--- src/rtl/scene_packet_parser_pkg.sv ---
// Shared types for the scene packet parser: circle record, parser states,
// and the default packet start marker.
package Types;
    localparam logic [7:0] SYNC_BYTE_DEFAULT = 8'hA5;

    typedef struct packed {
        logic [11:0] x;
        logic [11:0] y;
        logic [11:0] r;
    } Circle;

    typedef enum logic [3:0] {
        ST_IDLE, ST_ID, ST_XH, ST_XL, ST_YH, ST_YL, ST_RH, ST_RL, ST_CHK
    } pkt_state_e;

    localparam Circle CIRCLE_RESET0 = '{x: 12'd0, y: 12'd0, r: 12'd20};
endpackage

--- src/rtl/scene_packet_parser_timeout.sv ---
// Inter-byte watchdog: counts idle cycles while a packet is open and flags
// expiry once TIMEOUT_CYCLES cycles have passed without a byte.
module packet_timeout_counter #(
    parameter int TIMEOUT_CYCLES = 100000
) (
    input  logic clk,
    input  logic rst,
    input  logic count,
    input  logic clear,
    output logic expire
);
    localparam int CW = $clog2(TIMEOUT_CYCLES + 1);
    localparam logic [CW-1:0] LIMIT = CW'(TIMEOUT_CYCLES - 1);

    logic [CW-1:0] cnt_q, cnt_d;

    always_comb begin
        cnt_d = cnt_q;
        if (clear || !count)
            cnt_d = '0;
        else if (cnt_q != LIMIT)
            cnt_d = cnt_q + 1'b1;
    end

    // A byte in the expiry cycle takes priority over the timeout.
    assign expire = count && !clear && (cnt_q == LIMIT);

    always_ff @(posedge clk) begin
        if (rst) cnt_q <= '0;
        else     cnt_q <= cnt_d;
    end
endmodule

--- src/rtl/scene_packet_parser.sv ---
// Parses 9-byte circle packets from the SPI receiver into a shadow scene and
// publishes the whole scene to the raytracer only on frame_sync.
module scene_packet_parser
    import Types::*;
#(
    parameter int         N_CIRCLES      = 4,
    parameter int         TIMEOUT_CYCLES = 100000,
    parameter logic [7:0] SYNC_BYTE      = SYNC_BYTE_DEFAULT
) (
    input  logic                    CLK100MHZ,
    input  logic                    ck_rst,
    input  logic                    recv_dv,
    input  logic [7:0]              recv_byte,
    input  logic                    frame_sync,
    output Circle [N_CIRCLES-1:0]   circles,
    output logic                    pkt_ok,
    output logic                    pkt_err,
    output logic [7:0]              err_count
);
    pkt_state_e state_q, state_d;
    logic [7:0] xor_q, xor_d;
    logic [3:0] id_q, id_d;
    Circle      stage_q, stage_d;
    Circle [N_CIRCLES-1:0] shadow_q, shadow_d, circles_q, circles_d;
    logic       pkt_ok_q, pkt_ok_d, pkt_err_q, pkt_err_d;
    logic [7:0] err_count_q, err_count_d;
    logic       tmo_expire, fail, commit;

    packet_timeout_counter #(.TIMEOUT_CYCLES(TIMEOUT_CYCLES)) u_timeout (
        .clk    (CLK100MHZ),
        .rst    (ck_rst),
        .count  (state_q != ST_IDLE),
        .clear  (recv_dv),
        .expire (tmo_expire)
    );

    always_comb begin
        state_d     = state_q;
        xor_d       = xor_q;
        id_d        = id_q;
        stage_d     = stage_q;
        shadow_d    = shadow_q;
        err_count_d = err_count_q;
        pkt_ok_d    = 1'b0;
        pkt_err_d   = 1'b0;
        fail        = 1'b0;
        commit      = 1'b0;
        // Publish samples the shadow before any same-cycle commit lands.
        circles_d   = frame_sync ? shadow_q : circles_q;

        if (recv_dv) begin
            unique case (state_q)
                ST_IDLE: if (recv_byte == SYNC_BYTE) begin
                    state_d = ST_ID;
                    xor_d   = 8'h00;
                end
                ST_ID: begin
                    xor_d = xor_q ^ recv_byte;
                    id_d  = recv_byte[3:0];
                    if (int'(recv_byte) >= N_CIRCLES) fail = 1'b1;
                    else                              state_d = ST_XH;
                end
                ST_XH: begin
                    xor_d = xor_q ^ recv_byte;
                    stage_d.x[11:8] = recv_byte[3:0];
                    if (recv_byte[7:4] != 4'h0) fail = 1'b1;
                    else                        state_d = ST_XL;
                end
                ST_XL: begin
                    xor_d = xor_q ^ recv_byte;
                    stage_d.x[7:0] = recv_byte;
                    state_d = ST_YH;
                end
                ST_YH: begin
                    xor_d = xor_q ^ recv_byte;
                    stage_d.y[11:8] = recv_byte[3:0];
                    if (recv_byte[7:4] != 4'h0) fail = 1'b1;
                    else                        state_d = ST_YL;
                end
                ST_YL: begin
                    xor_d = xor_q ^ recv_byte;
                    stage_d.y[7:0] = recv_byte;
                    state_d = ST_RH;
                end
                ST_RH: begin
                    xor_d = xor_q ^ recv_byte;
                    stage_d.r[11:8] = recv_byte[3:0];
                    if (recv_byte[7:4] != 4'h0) fail = 1'b1;
                    else                        state_d = ST_RL;
                end
                ST_RL: begin
                    xor_d = xor_q ^ recv_byte;
                    stage_d.r[7:0] = recv_byte;
                    state_d = ST_CHK;
                end
                ST_CHK: begin
                    if (recv_byte == xor_q) commit = 1'b1;
                    else                    fail   = 1'b1;
                end
                default: state_d = ST_IDLE;
            endcase
        end else if (tmo_expire) begin
            fail = 1'b1;
        end

        if (fail) begin
            state_d   = ST_IDLE;
            pkt_err_d = 1'b1;
            if (err_count_q != 8'hFF) err_count_d = err_count_q + 8'd1;
        end
        if (commit) begin
            state_d  = ST_IDLE;
            pkt_ok_d = 1'b1;
            for (int i = 0; i < N_CIRCLES; i++)
                if (id_q == 4'(i)) shadow_d[i] = stage_q;
        end
    end

    always_ff @(posedge CLK100MHZ) begin
        if (ck_rst) begin
            state_q     <= ST_IDLE;
            xor_q       <= 8'h00;
            id_q        <= 4'h0;
            stage_q     <= '0;
            pkt_ok_q    <= 1'b0;
            pkt_err_q   <= 1'b0;
            err_count_q <= 8'h00;
            for (int i = 0; i < N_CIRCLES; i++) begin
                shadow_q[i]  <= (i == 0) ? CIRCLE_RESET0 : '0;
                circles_q[i] <= (i == 0) ? CIRCLE_RESET0 : '0;
            end
        end else begin
            state_q     <= state_d;
            xor_q       <= xor_d;
            id_q        <= id_d;
            stage_q     <= stage_d;
            pkt_ok_q    <= pkt_ok_d;
            pkt_err_q   <= pkt_err_d;
            err_count_q <= err_count_d;
            shadow_q    <= shadow_d;
            circles_q   <= circles_d;
        end
    end

    assign circles   = circles_q;
    assign pkt_ok    = pkt_ok_q;
    assign pkt_err   = pkt_err_q;
    assign err_count = err_count_q;
endmodule

--- config.mk ---
export PLATFORM = sky130hd
export DESIGN_NAME = scene_packet_parser
export DESIGN_NICKNAME = d
export VERILOG_FILES = /design/src/rtl/scene_packet_parser_pkg.sv /design/src/rtl/scene_packet_parser_timeout.sv /design/src/rtl/scene_packet_parser.sv
export SDC_FILE = /design/constraint.sdc
export NUM_CORES = 1
export LEC_CHECK = 0
export BUFFER_PORTS_ARGS = -buffer_cell sky130_fd_sc_hd__buf_2
export CAP_MARGIN = 10
export CORE_MARGIN = 4
export CORE_UTILIZATION = 30
export DETAILED_ROUTE_END_ITERATION = 10
export PLACE_DENSITY = 0.47
export SLEW_MARGIN = 20
export SYNTH_ARGS = -nofsm -noshare
export SYNTH_HDL_FRONTEND = slang
export SYNTH_HIERARCHICAL = 1
export SYNTH_SLANG_ARGS = --single-unit
export TNS_END_PERCENT = 20
--- constraint.sdc ---
create_clock -name CLK100MHZ -period 2.6 [get_ports CLK100MHZ]
set_input_delay 0.52 -clock CLK100MHZ [delete_from_list [all_inputs] [get_ports CLK100MHZ]]
set_output_delay 0.52 -clock CLK100MHZ [all_outputs]
set_load 0.005 [all_outputs]
==> out/qor.yml <==
status:
  run_status: "complete, no violations"
synthesis:
  synthArstFlopShare_pct: 0
  synth_ff_type: "dfxtp_1"
  syn_area_per_cell_um2: 9.09
  synth_seq_cells: 367
  synth_cells: 1521
  synth.cell_area_mm2: 0.0138
  ys_types: 61
  synthTopCellsByCount: "dfxtp_1 (367), nand2_1 (309), nor2_1 (206)"
  synth_area_leaders: "dfxtp_1 (53%), mux2i_1 (13%), nand2_1 (8.4%)"
  synth_warnings: 6
  seq_area_frac_synth_pct: 53.1
  synth_most_common_cell: "dfxtp_1"
  yosysTopAreaCellShare_pct: 53.1
  yosysTopAreaCell: "dfxtp_1"
  synth_edf_count: 0
  synth_fp_nets: 1535
worst_setup_path:
  critical_path_class: "flop to flop"
  arrival_ps: 2990
  crit_start: "u_timeout/cnt_q[14]"
  end_kind: "flop"
  cp-start-kind: "flop"
  crit_fanout: 9
  crit-reg2reg-launch: "u_timeout/cnt_q[14]"
  critPathRequiredTime_ps: 3050
timing:
  rsz0062_at_grt: "yes"
  period_needed_ps: 2540
  whs_ps: 327
  clock_skew_ps: 25.1
  max_freq_mhz: 393
  tightest_slew_ps: 1060
  slew_headroom_pct: 29.4
  setup-violations-final: 0
  fin_crit_sh_pct: 97.7
  slew_viol_final: 0
  hold_viol: 0
power:
  internal-power_w: 0.00954
  pwr-share-comb_pct: 3.6
  p_seq_share_pct: 46.4
  power.share.clock_pct: 49.9
  p_per_area_mw_per_mm2: 726
  power_w: 0.0122
  vdd_drop_max_uv: 405
  p_leak_nw: 6.81
  swShare_pct: 21.9
  p_switching_w: 0.00268
cts:
  cts_max_level: 2
  insertion_delay_ps: 560
  cts_buffers: 42
  cts.path.max_buffers: 3
  clock-sinks: 367
  clkTransAtPathRegs_ps: 60
  cts_root_buf: "clkbuf_16"
  cts_tree: "yes"
  holdBufCountCts: 0
global_routing:
  grtUsageTotal_pct: 16.0
  grt-ovfl-total: 0
  grt_pass1_wl_mm: 62.4
  antenna_found_initial: 0
  grt_max_degree: 205
  grt_pass1_vias: 10000
floorplanning:
  die_w_um: 223
  io-pin-count: 166
  core_region_area_mm2: 0.0455
  initial_core_util_pct: 30.4
  die_y_um: 223
  rows: 78
  fp.dieArea_mm2: 0.0496
drt:
  drtAntennaViolNets: 0
  vias_per_cell: 4.64
  vias: 10700
  dr.first_iter.drc_count: 662
  routed_wl_mm: 41.4
  drc: 0
  dr.pass1.iters: 5
  avgRoutedWirePerCell_um: 18.0
cells_and_area:
  fin_nets: 1684
  final_core_utilization_pct: 37.0
  diodes: 0
  synthToLayoutAreaGrowth_pct: 21.8
  drive_gt1_share_pct: 19.4
placed_design:
  hpwl_mm: 26.6
  port_buffers: 165
  place_congestion: 0.739
worst_hold_path:
  min_from: "recv_byte[5]"
  hold_class: "input pin to flop"
flow_run:
  maxCapViolCount: 0
-- repair_timing --
item / 4_1_cts / 5_1_grt
endpoints found under the setup margin: 1 / 3
gates resized for setup: 1 / 1
setup buffers: 0 / 0
-- area by class of cell --
class                      instances  area [um^2]
sequential                       367         7350
fill                            4707        28600
clock inverter                     9          153
tap                              600          751
clock buffer                      68         1270
multi-input combinational       1038         5960
inverter                           9         33.8
timing repair buffer             212         1320
-- cells in the final DEF (no fill, tap or decap), drive strengths merged, types with 9 or more instances in the layout --
cell	instances
nand2	321
nor4	9
clkbuf	69
inv	10
xnor2	18
o21ai	36
nor2	206
nand3	10
dfxtp	367
mux2i	173
buf	211
nand2b	9
a21oi	171
-- per-layer routing --
layer	GRT usage, %	part of all wire (%)	vias up
li1	-	-	5376
met1	22.6	49	5052
met2	24.9	45	195
met3	3.05	4.4	58
met4	4.81	2.3	0
met5	0	0	-
-- power groups by stage --
stage | clock, W | combinational (W) | sequential (W)
detailed placement | 0 | 0.000444 | 0.00580
floorplan | 0 | 0.000327 | 0.00579
global placement | 0 | 0.000442 | 0.00580
global route | 0.00651 | 0.000477 | 0.00567
CTS | 0.00627 | 0.000448 | 0.00567
finish | 0.00611 | 0.000445 | 0.00567
-- worst max-delay path: stages, from the launching register on --
cell	delay, ps
dfxtp_2	320
or4b_4	530
or4_4	500
nor3b_2	180
inv_1	70
o221a_4	300
a211oi_2	200
mux2_1	330
-- registers in the layout (all words and copies together), names as in the netlist --
register,count
shadow_q,144
err_count,8
stage_q,36
state_q,4
pkt_err,1
id_q,4
circles,144
u_timeout/cnt_q,17
xor_q,8
pkt_ok,1
-- cells by family after synthesis --
family,synth area share [%]
buf+inv,3.97
xor+xnor,1.14
simple gates,20.0
mux,13.0
flops,53.1
fa+ha+maj,0.181
compound gates,8.61
-- stage by stage --
step	std cells	setup slack, ps	area, um^2	setup TNS, ps
floorplan	1521	4.45	13800	0
global placement	2226	25.0	15400	0
detailed placement	2226	1.74	15400	0
CTS	2303	39.1	16800	0
global route	2303	-41.9	16800	-45.5
finish	2303	58.6	16800	0
-- worst paths after layout --
check,endpoint,cells after the start,slack [ps]
worst max register to register,err_count[3],7,60
worst min-delay path,stage_q[5],3,330
worst min register to register,shadow_q[106],2,450
worst max-delay path,err_count[3],7,60
(Power assumes the default switching activity.)
